## config.mk

```make
export PLATFORM = sky130hd
export DESIGN_NAME = seq_play_ctrl_flat
export DESIGN_NICKNAME = d
export VERILOG_FILES = /design/src/rtl/seq_play_ctrl_if.sv /design/src/rtl/seq_play_ctrl.sv /design/src/flat_wrapper.sv
export SDC_FILE = /design/constraint.sdc
export NUM_CORES = 1
export LEC_CHECK = 0
export BUFFER_PORTS_ARGS = -buffer_cell sky130_fd_sc_hd__buf_2
export CAP_MARGIN = 40
export CORE_MARGIN = 8
export CORE_UTILIZATION = 35
export DETAILED_ROUTE_END_ITERATION = 6
export SLEW_MARGIN = 20
export SYNTH_ARGS = -nofsm -noshare
export SYNTH_HDL_FRONTEND = slang
export SYNTH_SLANG_ARGS = --single-unit
```

## constraint.sdc

```tcl
create_clock -name clk -period 3.2 [get_ports clk]
set_input_delay 0 -clock clk [delete_from_list [all_inputs] [get_ports clk]]
set_output_delay 0 -clock clk [all_outputs]
set_load 0.01 [all_outputs]
```

## src/rtl/seq_play_ctrl_if.sv

```systemverilog
// Keypad-event and board-output bundle for the sequence playback controller.
// Master drives key events; slave is the controller that drives LEDs/buzzer/status.
interface seq_play_ctrl_if #(
  parameter int unsigned SEQ_W = 8
);
  logic             key_valid;
  logic [4:0]       key_code;
  logic [SEQ_W-1:0] led;
  logic             buzzer;
  logic             busy;
  logic [2:0]       state_o;
  logic [3:0]       step_cnt;

  modport master (
    output key_valid, key_code,
    input  led, buzzer, busy, state_o, step_cnt
  );

  modport slave (
    input  key_valid, key_code,
    output led, buzzer, busy, state_o, step_cnt
  );
endinterface

```

## src/rtl/seq_play_ctrl.sv

```systemverilog
// Edit/confirm/playback controller for the arbitrary-sequence generator.
// Optional macro SEQ_LOOP_EN: continuous looping playback with a one-step buzzer pulse per wrap.
module seq_play_ctrl #(
  parameter int unsigned SEQ_W       = 8,
  parameter int unsigned STEP_CYCLES = 100000000,
  parameter int unsigned CNT_W       = 27
) (
  input  logic             clk,
  input  logic             rst,
  seq_play_ctrl_if.slave   bus
);
  localparam int unsigned STEP_W = 4;

  typedef enum logic [2:0] {
    S_IDLE  = 3'd0,
    S_EDIT  = 3'd1,
    S_READY = 3'd2,
    S_PLAY  = 3'd3,
    S_DONE  = 3'd4
  } state_t;

  state_t             r_state;
  logic [SEQ_W-1:0]   r_edit;
  logic [SEQ_W-1:0]   r_play;
  logic [CNT_W-1:0]   r_presc;
  logic [STEP_W-1:0]  r_step;
  logic               r_buzzer;
  logic               r_busy;

  logic               w_tog;
  logic               w_mute;
  logic               w_conf;
  logic               w_clr;
  logic               w_start;
  logic [2:0]         w_idx;
  logic [SEQ_W-1:0]   w_mask;
  logic               w_tick;
  logic               w_last;

  // Command decode; only strobed cycles carry a command, all other codes are ignored
  assign w_tog   = bus.key_valid && (bus.key_code >= 5'd1) && (bus.key_code <= 5'd8);
  assign w_mute  = bus.key_valid && (bus.key_code == 5'd13);
  assign w_conf  = bus.key_valid && (bus.key_code == 5'd14);
  assign w_clr   = bus.key_valid && (bus.key_code == 5'd15);
  assign w_start = bus.key_valid && (bus.key_code == 5'd16);
  assign w_idx   = 3'(bus.key_code - 5'd1);
  assign w_mask  = SEQ_W'(1) << w_idx;

  assign w_tick  = (r_state == S_PLAY) && (r_presc == CNT_W'(STEP_CYCLES - 1));
  assign w_last  = (r_step == STEP_W'(SEQ_W - 1));

  always_ff @(posedge clk or posedge rst) begin
    if (rst) begin
      r_state  <= S_IDLE;
      r_edit   <= '0;
      r_play   <= '0;
      r_presc  <= '0;
      r_step   <= '0;
      r_buzzer <= 1'b0;
      r_busy   <= 1'b0;
    end else if (w_clr) begin
      // Clear beats everything, including a coincident step tick
      r_state  <= S_IDLE;
      r_edit   <= '0;
      r_play   <= '0;
      r_presc  <= '0;
      r_step   <= '0;
      r_buzzer <= 1'b0;
      r_busy   <= 1'b0;
    end else begin
      case (r_state)
        S_IDLE: begin
          if (w_tog) begin
            r_edit  <= r_edit ^ w_mask;
            r_state <= S_EDIT;
          end
        end
        S_EDIT: begin
          if (w_tog) begin
            r_edit  <= r_edit ^ w_mask;
          end else if (w_conf) begin
            r_play  <= r_edit;
            r_state <= S_READY;
          end
        end
        S_READY: begin
          if (w_tog) begin
            r_edit  <= r_edit ^ w_mask;
            r_state <= S_EDIT;
          end else if (w_conf) begin
            r_play  <= r_edit;
          end else if (w_start) begin
            r_play  <= r_edit;
            r_presc <= '0;
            r_step  <= '0;
            r_state <= S_PLAY;
            r_busy  <= 1'b1;
          end
        end
        S_PLAY: begin
`ifdef SEQ_LOOP_EN
          if (w_mute) begin
            r_state  <= S_READY;
            r_busy   <= 1'b0;
            r_buzzer <= 1'b0;
          end else
`endif
          if (w_tick) begin
            r_presc <= '0;
            r_play  <= {r_play[SEQ_W-2:0], r_play[SEQ_W-1]};
`ifdef SEQ_LOOP_EN
            // Buzzer lasts exactly the step period that follows each wrap
            r_buzzer <= w_last;
            r_step   <= w_last ? '0 : STEP_W'(r_step + 4'd1);
`else
            r_step   <= STEP_W'(r_step + 4'd1);
            if (w_last) begin
              r_state  <= S_DONE;
              r_buzzer <= 1'b1;
              r_busy   <= 1'b0;
            end
`endif
          end else begin
            r_presc <= CNT_W'(r_presc + 1'b1);
          end
        end
        S_DONE: begin
          if (w_mute) begin
            r_buzzer <= 1'b0;
            r_state  <= S_READY;
          end
        end
        default: begin
          r_state <= S_IDLE;
          r_busy  <= 1'b0;
        end
      endcase
    end
  end

  assign bus.led      = r_play;
  assign bus.buzzer   = r_buzzer;
  assign bus.busy     = r_busy;
  assign bus.state_o  = r_state;
  assign bus.step_cnt = r_step;

endmodule

```

## src/flat_wrapper.sv

```systemverilog
// flat-port wrapper written by rule: the top's interface ports become plain ports
module seq_play_ctrl_flat 
#(
  parameter int unsigned SEQ_W       = 8,
  parameter int unsigned STEP_CYCLES = 100000000,
  parameter int unsigned CNT_W       = 27
)
  (clk, rst, bus_key_valid, bus_key_code, bus_led, bus_buzzer, bus_busy, bus_state_o, bus_step_cnt);
  seq_play_ctrl_if #(.SEQ_W(SEQ_W)) bus_i ();
  input  logic clk;
  input  logic rst;
  input wire logic [$bits(bus_i.key_valid)-1:0] bus_key_valid;
  input wire logic [$bits(bus_i.key_code)-1:0] bus_key_code;
  output wire logic [$bits(bus_i.led)-1:0] bus_led;
  output wire logic [$bits(bus_i.buzzer)-1:0] bus_buzzer;
  output wire logic [$bits(bus_i.busy)-1:0] bus_busy;
  output wire logic [$bits(bus_i.state_o)-1:0] bus_state_o;
  output wire logic [$bits(bus_i.step_cnt)-1:0] bus_step_cnt;
  assign bus_i.key_valid = bus_key_valid;
  assign bus_i.key_code = bus_key_code;
  assign bus_led = bus_i.led;
  assign bus_buzzer = bus_i.buzzer;
  assign bus_busy = bus_i.busy;
  assign bus_state_o = bus_i.state_o;
  assign bus_step_cnt = bus_i.step_cnt;
  seq_play_ctrl #(.SEQ_W(SEQ_W), .STEP_CYCLES(STEP_CYCLES), .CNT_W(CNT_W)) u_core (.clk(clk), .rst(rst), .bus(bus_i));
endmodule
```

==> qor.csv, run 1 <==
metric,value,unit
status,"finished, final reports clean",
ys_ff_latch,52,
coreArea,8640,um2
die_h,110,um
worstReg2RegEnd,u_core.r_presc[20],
die_w,110,um
layout.nets,371,
yosys.area.top_type,dfrtp_1,
portBuffers,24,
cp_max_fo,15,
antenna_found_initial,0,
drt-total-wl,7810,um
cts_resized,0,
first_global_vias,2591,
cts.sinks,52,
min_path_type,input port to flip-flop,
avgSynthCellArea,9.12,um2
synthArstFlopShare,1.00,
cts_htree_levels,2,
multiInputGateArea,1650,um2
gpl.final_weighted_congestion,0.813,
layout-drive-gt1-share,0.141,
grt_pass1_wl,13300,um
tightest_slew,0.831,ns
cp-start-kind,flip-flop,
hold_viol,0,
dieArea,12100,um2
drt_iter0_drc,259,
finalSetupTns,0,ns
synth_edf_count,0,
setup_viol,0,
ir_drop,0.190,mV
r2r_slack,0.38,ns
max-slew-margin-rel,0.441,
vias,2755,
ys.flop_type,dfrtp_1,
drv_cap,0,
clk_pin_slew,0.10,ns
powerDensity,587,nW/um2
arrival,3.02,ns
cts_tree,done,
antenna_left,0,
fp-row-count,34,
cp_data_required_time,3.40,ns
netlist.area_leader.share,0.422,
rsz0062_at_grt,no,
yosysWarnings,0,
clock_latency,0.31,ns
wl_per_cell,16.7,um
synth_cells,338,
regArea,1300,um2
synth_seq_area_share,0.422,
synth.area.top_cells,"dfrtp_1 (42%), a21oi_1 (4.9%), mux2i_1 (4.9%)",
holdPathStages,2,
nFillCells,867,
final_area,3450,um2
area_growth,11.8,%
reg2reg_from,u_core.r_presc[12],
synth_area,3080,um2
io_pins,25,
postCtsSetupRepairBufs,0,
holdPathEnd,u_core.r_edit[5],
drt_first_pass_iters,4,
synth_fp_nets,348,
drv_slew,0,
r2r_cells,6,
finClkSkew,0.00925,ns
max_freq,355,MHz
holdCritStartpoint,bus_key_code[0],
initial_utilization,0.357,
cts-root-buf,clkbuf_8,
critPathKind,flip-flop to flip-flop,
grt_max_degree,33,
drt-vias-per-instance,5.87,
fin_crit_sh,0.881,
fin_crit,2.82,ns
drc,0,
diodes,0,
grt_overflow,0,
p_leak,1.38,nW
cts_buffers,5,
synth.distinct_cells,52,
dpl_cell_area,3350,um2
hpwl,5510,um
cts_buffer_depth,2,
track_usage,0.137,
worstSetupEndpointType,flip-flop,
[worst max path at each step]
stage / startpoint / end / slack (ns) / cells after the start
after floorplan: u_core.r_presc[12] / u_core.bus.step_cnt[0] / 0.69 / 6
after global placement: u_core.r_presc[12] / u_core.r_presc[20] / 0.45 / 6
after detailed placement: u_core.r_presc[12] / u_core.r_presc[20] / 0.41 / 6
after CTS: u_core.r_presc[12] / u_core.r_presc[20] / 0.38 / 6
after global routing: u_core.r_presc[12] / u_core.r_presc[20] / 0.30 / 6
final: u_core.r_presc[12] / u_core.r_presc[20] / 0.38 / 6
[worst max-delay path: stages, from the launching register on]
cell     delay (ns)
dfrtp_1        0.46
or4_1          0.55
or4b_4         0.55
or2_1          0.36
a21oi_4        0.43
buf_12         0.20
o21ba_1        0.15
[per-stage QoR]
stage | utilization | hold slack [ns] | std cells | power, mW | setup slack [ns]
after floorplan | - | 0.234 | 338 | 1.41 | 0.693
after detailed placement | 0.388 | -0.0219 | 461 | 1.66 | 0.405
after global placement | 0.386 | 0.295 | 460 | 1.65 | 0.448
final | 0.399 | 0.0576 | 469 | 2.02 | 0.382
after CTS | 0.399 | 0.0398 | 469 | 2.05 | 0.379
after global routing | 0.399 | 0.0997 | 469 | 2.18 | 0.297
[logic make-up (layout without fill, tap and decap cells)]
family | count (synthesis) | count (layout) | share of synthesized area
AOI/OAI and AO/OA | 102 | 102 | 0.216
adders and majority gates | 2 | 2 | 0.00812
buffers and inverters | 28 | 51 | 0.0422
DFF | 52 | 52 | 0.422
muxes | 17 | 17 | 0.0572
and+or+nand+nor | 137 | 137 | 0.254
[flip-flops by register name, summed over array words and instances, names as in the netlist]
register             flops
u_core.bus.busy          1
u_core.r_edit            8
u_core.r_presc          27
u_core.bus.buzzer        1
u_core.bus.led           8
u_core.bus.step_cnt      4
u_core.bus.state_o       3
[routing by layer]
layer / global-route usage / wire (um)
met1: 0.192 / 3680
met2: 0.216 / 3730
met3: 0.0211 / 310
met4: 0.0318 / 88
met5: 0 / 0
[Yosys cell counts (all sizes together), types with 3 or more instances]
library cell	instances
nor2	17
and4b	3
nor4	4
and3	5
nand4	11
nand2	26
nor3	7
dfrtp	52
nor2b	3
or3	11
buf	5
o21ai	18
nand4b	3
a211oi	10
o211ai	3
a21oi	31
o31ai	14
inv	9
clkbuf	14
mux2i	15
or4	17
nand3	20
a31oi	11
[repair_timing]
| item | CTS | global route |
|---|---|---|
| hold buffers | 1 | 0 |
| hold endpoints to repair | 52 | 0 |
| endpoints found under the setup margin | 0 | 0 |
[where the power goes]
group	total (mW)	switching (mW)	internal, mW
registers	0.927	0.142	0.784
logic	0.721	0.416	0.305
clock network	0.374	0.225	0.149
total	2.02	0.783	1.24
[cell type report]
cell class                 instances  share of cell area
tap                              108              0.0392
multi-input combinational        258               0.479
sequential                        52               0.378
clock buffer                       5              0.0200
clock inverter                     2             0.00363
timing repair buffer              35              0.0704
inverter                           9             0.00980
[cell usage in the layout, fill, tap and decap left out, types with 8 or more instances in the layout]
master	count
a31oi_1	11
nor2_1	17
nand4_1	11
or3_1	11
o31ai_1	14
or4_1	15
nand3_1	20
buf_2	24
inv_1	8
a21oi_1	30
a211oi_1	10
nand2_1	26
dfrtp_1	52
mux2i_1	15
o21ai_0	17
Note: power is estimated with default switching activity, not from simulation.
==> run 2: changes to the inputs <==
CORE_ASPECT_RATIO = 1.1   (was unset)
==> run 2 against run 1 <==
Against the previous run:
- clock skew hardly changed
- critical path type unchanged
- combinational power shrank 1%
- power up 12%
- largest power group unchanged
- largest cell class unchanged
- clock power up 64%
- highest routed layer unchanged
- cell count up 1.5%
- global-route usage shrank 0.72 points
- worst hold slack got worse by 0.0015 ns
- core utilization is 0.28 points higher
- critical path depth is the same
==> qor.csv, run 2 (synthesis results as in run 1) <==
metric,value,unit
status,"finished, final reports clean",
dieArea,12100,um2
stdcell_count,476,
postCtsSetupRepairBufs,0,
die_h,114,um
largest_reg_flops,27,
fp-row-count,36,
vias,2850,
drt_iter0_drc,185,
p_leak,1.41,nW
powerDensity,646,nW/um2
diodes,0,
wl_per_cell,16.7,um
tightest_slew,0.819,ns
cts_tree,done,
drt_first_pass_iters,4,
drc,0,
cts-root-buf,clkbuf_8,
worstSetupEndpointType,flip-flop,
antenna_found_initial,0,
hold_viol,0,
clk_pin_slew,0.10,ns
drv_slew,0,
grt_pass1_wl,13000,um
track_usage,0.130,
finClkSkew,0.00889,ns
max_freq,353,MHz
portBuffers,24,
first_global_vias,2625,
antenna_left,0,
grt_max_degree,34,
io_pins,25,
top_register,u_core.r_presc,
worstPathCellList,or4_1 > or4b_4 > or2_1 > a21oi_4 > buf_4 > a21oi_1,
final_area,3490,um2
grt_overflow,0,
cp-start-kind,flip-flop,
critical-path-slowest-cell,or4_1,
fin_crit,2.84,ns
final_common_cell,dfrtp_1,
fin_crit_sh,0.886,
cts_resized,0,
final_cell_mix,"dfrtp_1 (52), a21oi_1 (30), nand2_1 (26)",
finalSetupTns,0,ns
cp_max_fo,14,
coreArea,8690,um2
drt-vias-per-instance,5.99,
cts_buffers,5,
gpl.final_weighted_congestion,0.792,
critPathKind,flip-flop to flip-flop,
hpwl,5520,um
layout-drive-gt1-share,0.144,
hold_buffers,1,
initial_utilization,0.354,
min_path_type,input port to flip-flop,
max-slew-margin-rel,0.449,
clock_latency,0.30,ns
power,2.26,mW
drt-total-wl,7950,um
cts.sinks,52,
die_w,105,um
rsz0062_at_grt,no,
cts_buffer_depth,2,
ir_drop,0.287,mV
slowest_delay,0.55,ns
layout.nets,371,
drv_cap,0,
nFillCells,882,
cp_data_required_time,3.38,ns
arrival,3.02,ns
dpl.cell_count,467,
cts_htree_levels,2,
setup_viol,0,
dpl_cell_area,3320,um2
area_growth,13.4,%
==> run 2: changes by cell type in the layout (fill, tap and decap cells not counted), sizes merged <==
| cell | change |
|---|---|
| bufinv | +3 |
| clkinv | -1 |
| clkinvlp | -1 |
==> run 2: report_power, final <==
part	switching [mW]	internal (mW)	leakage [nW]
clock network	0.224	0.391	0.0784
logic	0.414	0.299	0.642
registers	0.145	0.784	0.687
==> run 2: per-stage QoR <==
step	hold WS, ns	setup slack (ns)	util
after floorplan	0.234	0.693	-
after global placement	0.155	0.454	0.382
after detailed placement	0.168	0.402	0.382
after CTS	0.0402	0.364	0.402
after global routing	0.0633	0.240	0.402
final	0.0561	0.364	0.402
==> run 2: area by class of cell <==
class | count | area [um2] | share of cell area
Timing Repair Buffer | 35 | 205 | 0.0587
Multi-Input combinational cell | 258 | 1650 | 0.473
Inverter | 9 | 33.8 | 0.00967
Sequential cell | 52 | 1300 | 0.372
Clock inverter | 3 | 90.1 | 0.0258
Clock buffer | 5 | 68.8 | 0.0197
Tap cell | 114 | 143 | 0.0408
==> run 2: critical path, delay by kind of cell, from the launching register on <==
family,cells,cell delay [ns]
flip-flops,1,0.47
AO/OA/AOI/OAI,2,0.51
AND/OR/NAND/NOR,3,1.46
buffers and inverters,1,0.28
==> run 2: final timing paths <==
check | to | from | cells after the start | slack, ns
max | u_core.r_presc[13] | u_core.r_presc[12] | 6 | 0.36
min | u_core.r_edit[1] | bus_key_code[0] | 2 | 0.06
max reg2reg | u_core.r_presc[13] | u_core.r_presc[12] | 6 | 0.36
min reg2reg | u_core.bus.buzzer | u_core.bus.buzzer | 1 | 0.53
max in group asynchronous | u_core.r_presc[11] | rst | 4 | 2.07
min in group asynchronous | u_core.bus.led[7] | rst | 3 | 0.35
==> run 2: per-layer routing <==
| layer | GRT usage | wire (um) |
|---|---|---|
| met3 | 0.0270 | 284 |
| met2 | 0.214 | 3870 |
| met5 | 0 | 0 |
| met1 | 0.167 | 3680 |
| met4 | 0.0362 | 118 |
==> run 3: changes to the inputs <==
BUFFER_PORTS_ARGS = -buffer_cell sky130_fd_sc_hd__buf_4   (was -buffer_cell sky130_fd_sc_hd__buf_2)
CORE_MARGIN = 1   (was 8)
==> run 3 against run 2 <==
Against the previous run:
- combinational power grew 5.5%
- sequential share of layout area is 0.11 points lower
- clock-buffer cell count unchanged
- highest routed layer unchanged
==> qor.csv, run 3 (synthesis results as in run 1) <==
metric,value,unit
drv_cap,0,
cts_htree_levels,2,
power,2.09,mW
status,"finished, final reports clean",
crit_buf_inv,1,
die_h,100,um
max_freq,361,MHz
cts_buffer_depth,2,
final_common_cell,dfrtp_1,
critPathKind,flip-flop to flip-flop,
cp_data_required_time,3.40,ns
dpl.cell_count,465,
stdcell_count,475,
slowest_delay,0.54,ns
finClkSkew,0.00935,ns
first_global_vias,2718,
grt_overflow,0,
regArea,1300,um2
nFillCells,838,
layout-drive-gt1-share,0.143,
final_core_util,0.415,
hold_viol,0,
worstPathCellList,or4_1 > or4b_4 > or2_1 > a21oi_4 > buf_4 > a21oi_1,
max-slew-margin-rel,0.522,
fin_crit_sh,0.866,
cts_buffers,5,
drv_slew,0,
tightest_slew,0.715,ns
drt_first_pass_iters,4,
die_w,91.5,um
drt-vias-per-instance,5.94,
drc,0,
area_growth,13.7,%
portBuffers,24,
hpwl,5550,um
cts-root-buf,clkbuf_8,
top_register,u_core.r_presc,
worstSetupEndpointType,flip-flop,
clock_latency,0.32,ns
layout.nets,373,
track_usage,0.177,
dpl_cell_area,3390,um2
postCtsSetupRepairBufs,0,
diodes,0,
final_area,3500,um2
cp_max_fo,14,
drt_iter0_drc,168,
rsz0062_at_grt,no,
final_cell_mix,"dfrtp_1 (52), buf_4 (35), a21oi_1 (30)",
antenna_found_initial,0,
p_leak,1.40,nW
fin_crit,2.77,ns
fp-row-count,35,
critical-path-slowest-cell,or4_1,
vias,2820,
powerDensity,598,nW/um2
holdWs,0.0140,ns
drt-total-wl,7820,um
gpl.final_weighted_congestion,0.819,
wl_per_cell,16.5,um
preCtsSetupSlack,0.430,ns
antenna_left,0,
clk_pin_slew,0.11,ns
ir_drop,0.211,mV
worst_slack,0.429,ns
dieArea,9180,um2
io_pins,25,
grt_pass1_wl,13100,um
largest_reg_flops,27,
min_path_type,input port to flip-flop,
coreArea,8450,um2
arrival,2.97,ns
path_delay_family,simple AND/OR/NAND/NOR gates,
grt_max_degree,33,
finalSetupTns,0,ns
cp-start-kind,flip-flop,
cts_tree,done,
setup_viol,0,
initial_utilization,0.365,
cts.sinks,52,
multiInputGateArea,1650,um2
[run 3: cell count changes in the layout (fill, tap and decap cells not counted), sizes merged]
cell         before  now
buf              34   35
dlygate4sd3       1    2
clkinv            0    1
clkinvlp          0    1
bufinv            3    0
inv               9   10
[run 3: path summary, 6_finish.rpt]
path                                     from                 end  slack, ns  depth (start not counted)
max                        u_core.r_presc[12]  u_core.r_presc[24]       0.43                          6
min                           bus_key_code[1]    u_core.r_edit[3]       0.01                          2
max reg2reg                u_core.r_presc[12]  u_core.r_presc[24]       0.43                          6
min reg2reg                 u_core.bus.buzzer   u_core.bus.buzzer       0.51                          1
max in group asynchronous                 rst    u_core.r_edit[7]       2.07                          4
min in group asynchronous                 rst   u_core.bus.led[6]       0.35                          3
[run 3: final cells by class]
| class | count | area share |
|---|---|---|
| tap | 111 | 0.0396 |
| sequential | 52 | 0.371 |
| clock buffer | 5 | 0.0196 |
| inverter | 9 | 0.00964 |
| clock inverter | 3 | 0.00786 |
| multi-input combinational | 258 | 0.471 |
| timing repair buffer | 37 | 0.0807 |
[run 3: power by group]
part	internal [mW]	switching (mW)	leakage, nW
registers	0.784	0.151	0.687
clock network	0.161	0.247	0.0463
logic	0.341	0.411	0.665
[run 3: repair_timing]
action                                 CTS  global route
resized for setup                        0             0
hold buffers                             2             0
endpoints found under the hold margin   33             0
[run 3: per-layer routing]
metal	share of wire	wire length, um	vias to the layer above	global-route usage
li1	-	-	1362	-
met1	0.46	3610	1391	0.217
met2	0.50	3880	57	0.324
met3	0.028	220	10	0.0258
met4	0.014	106	0	0.0476
met5	0	0	-	0
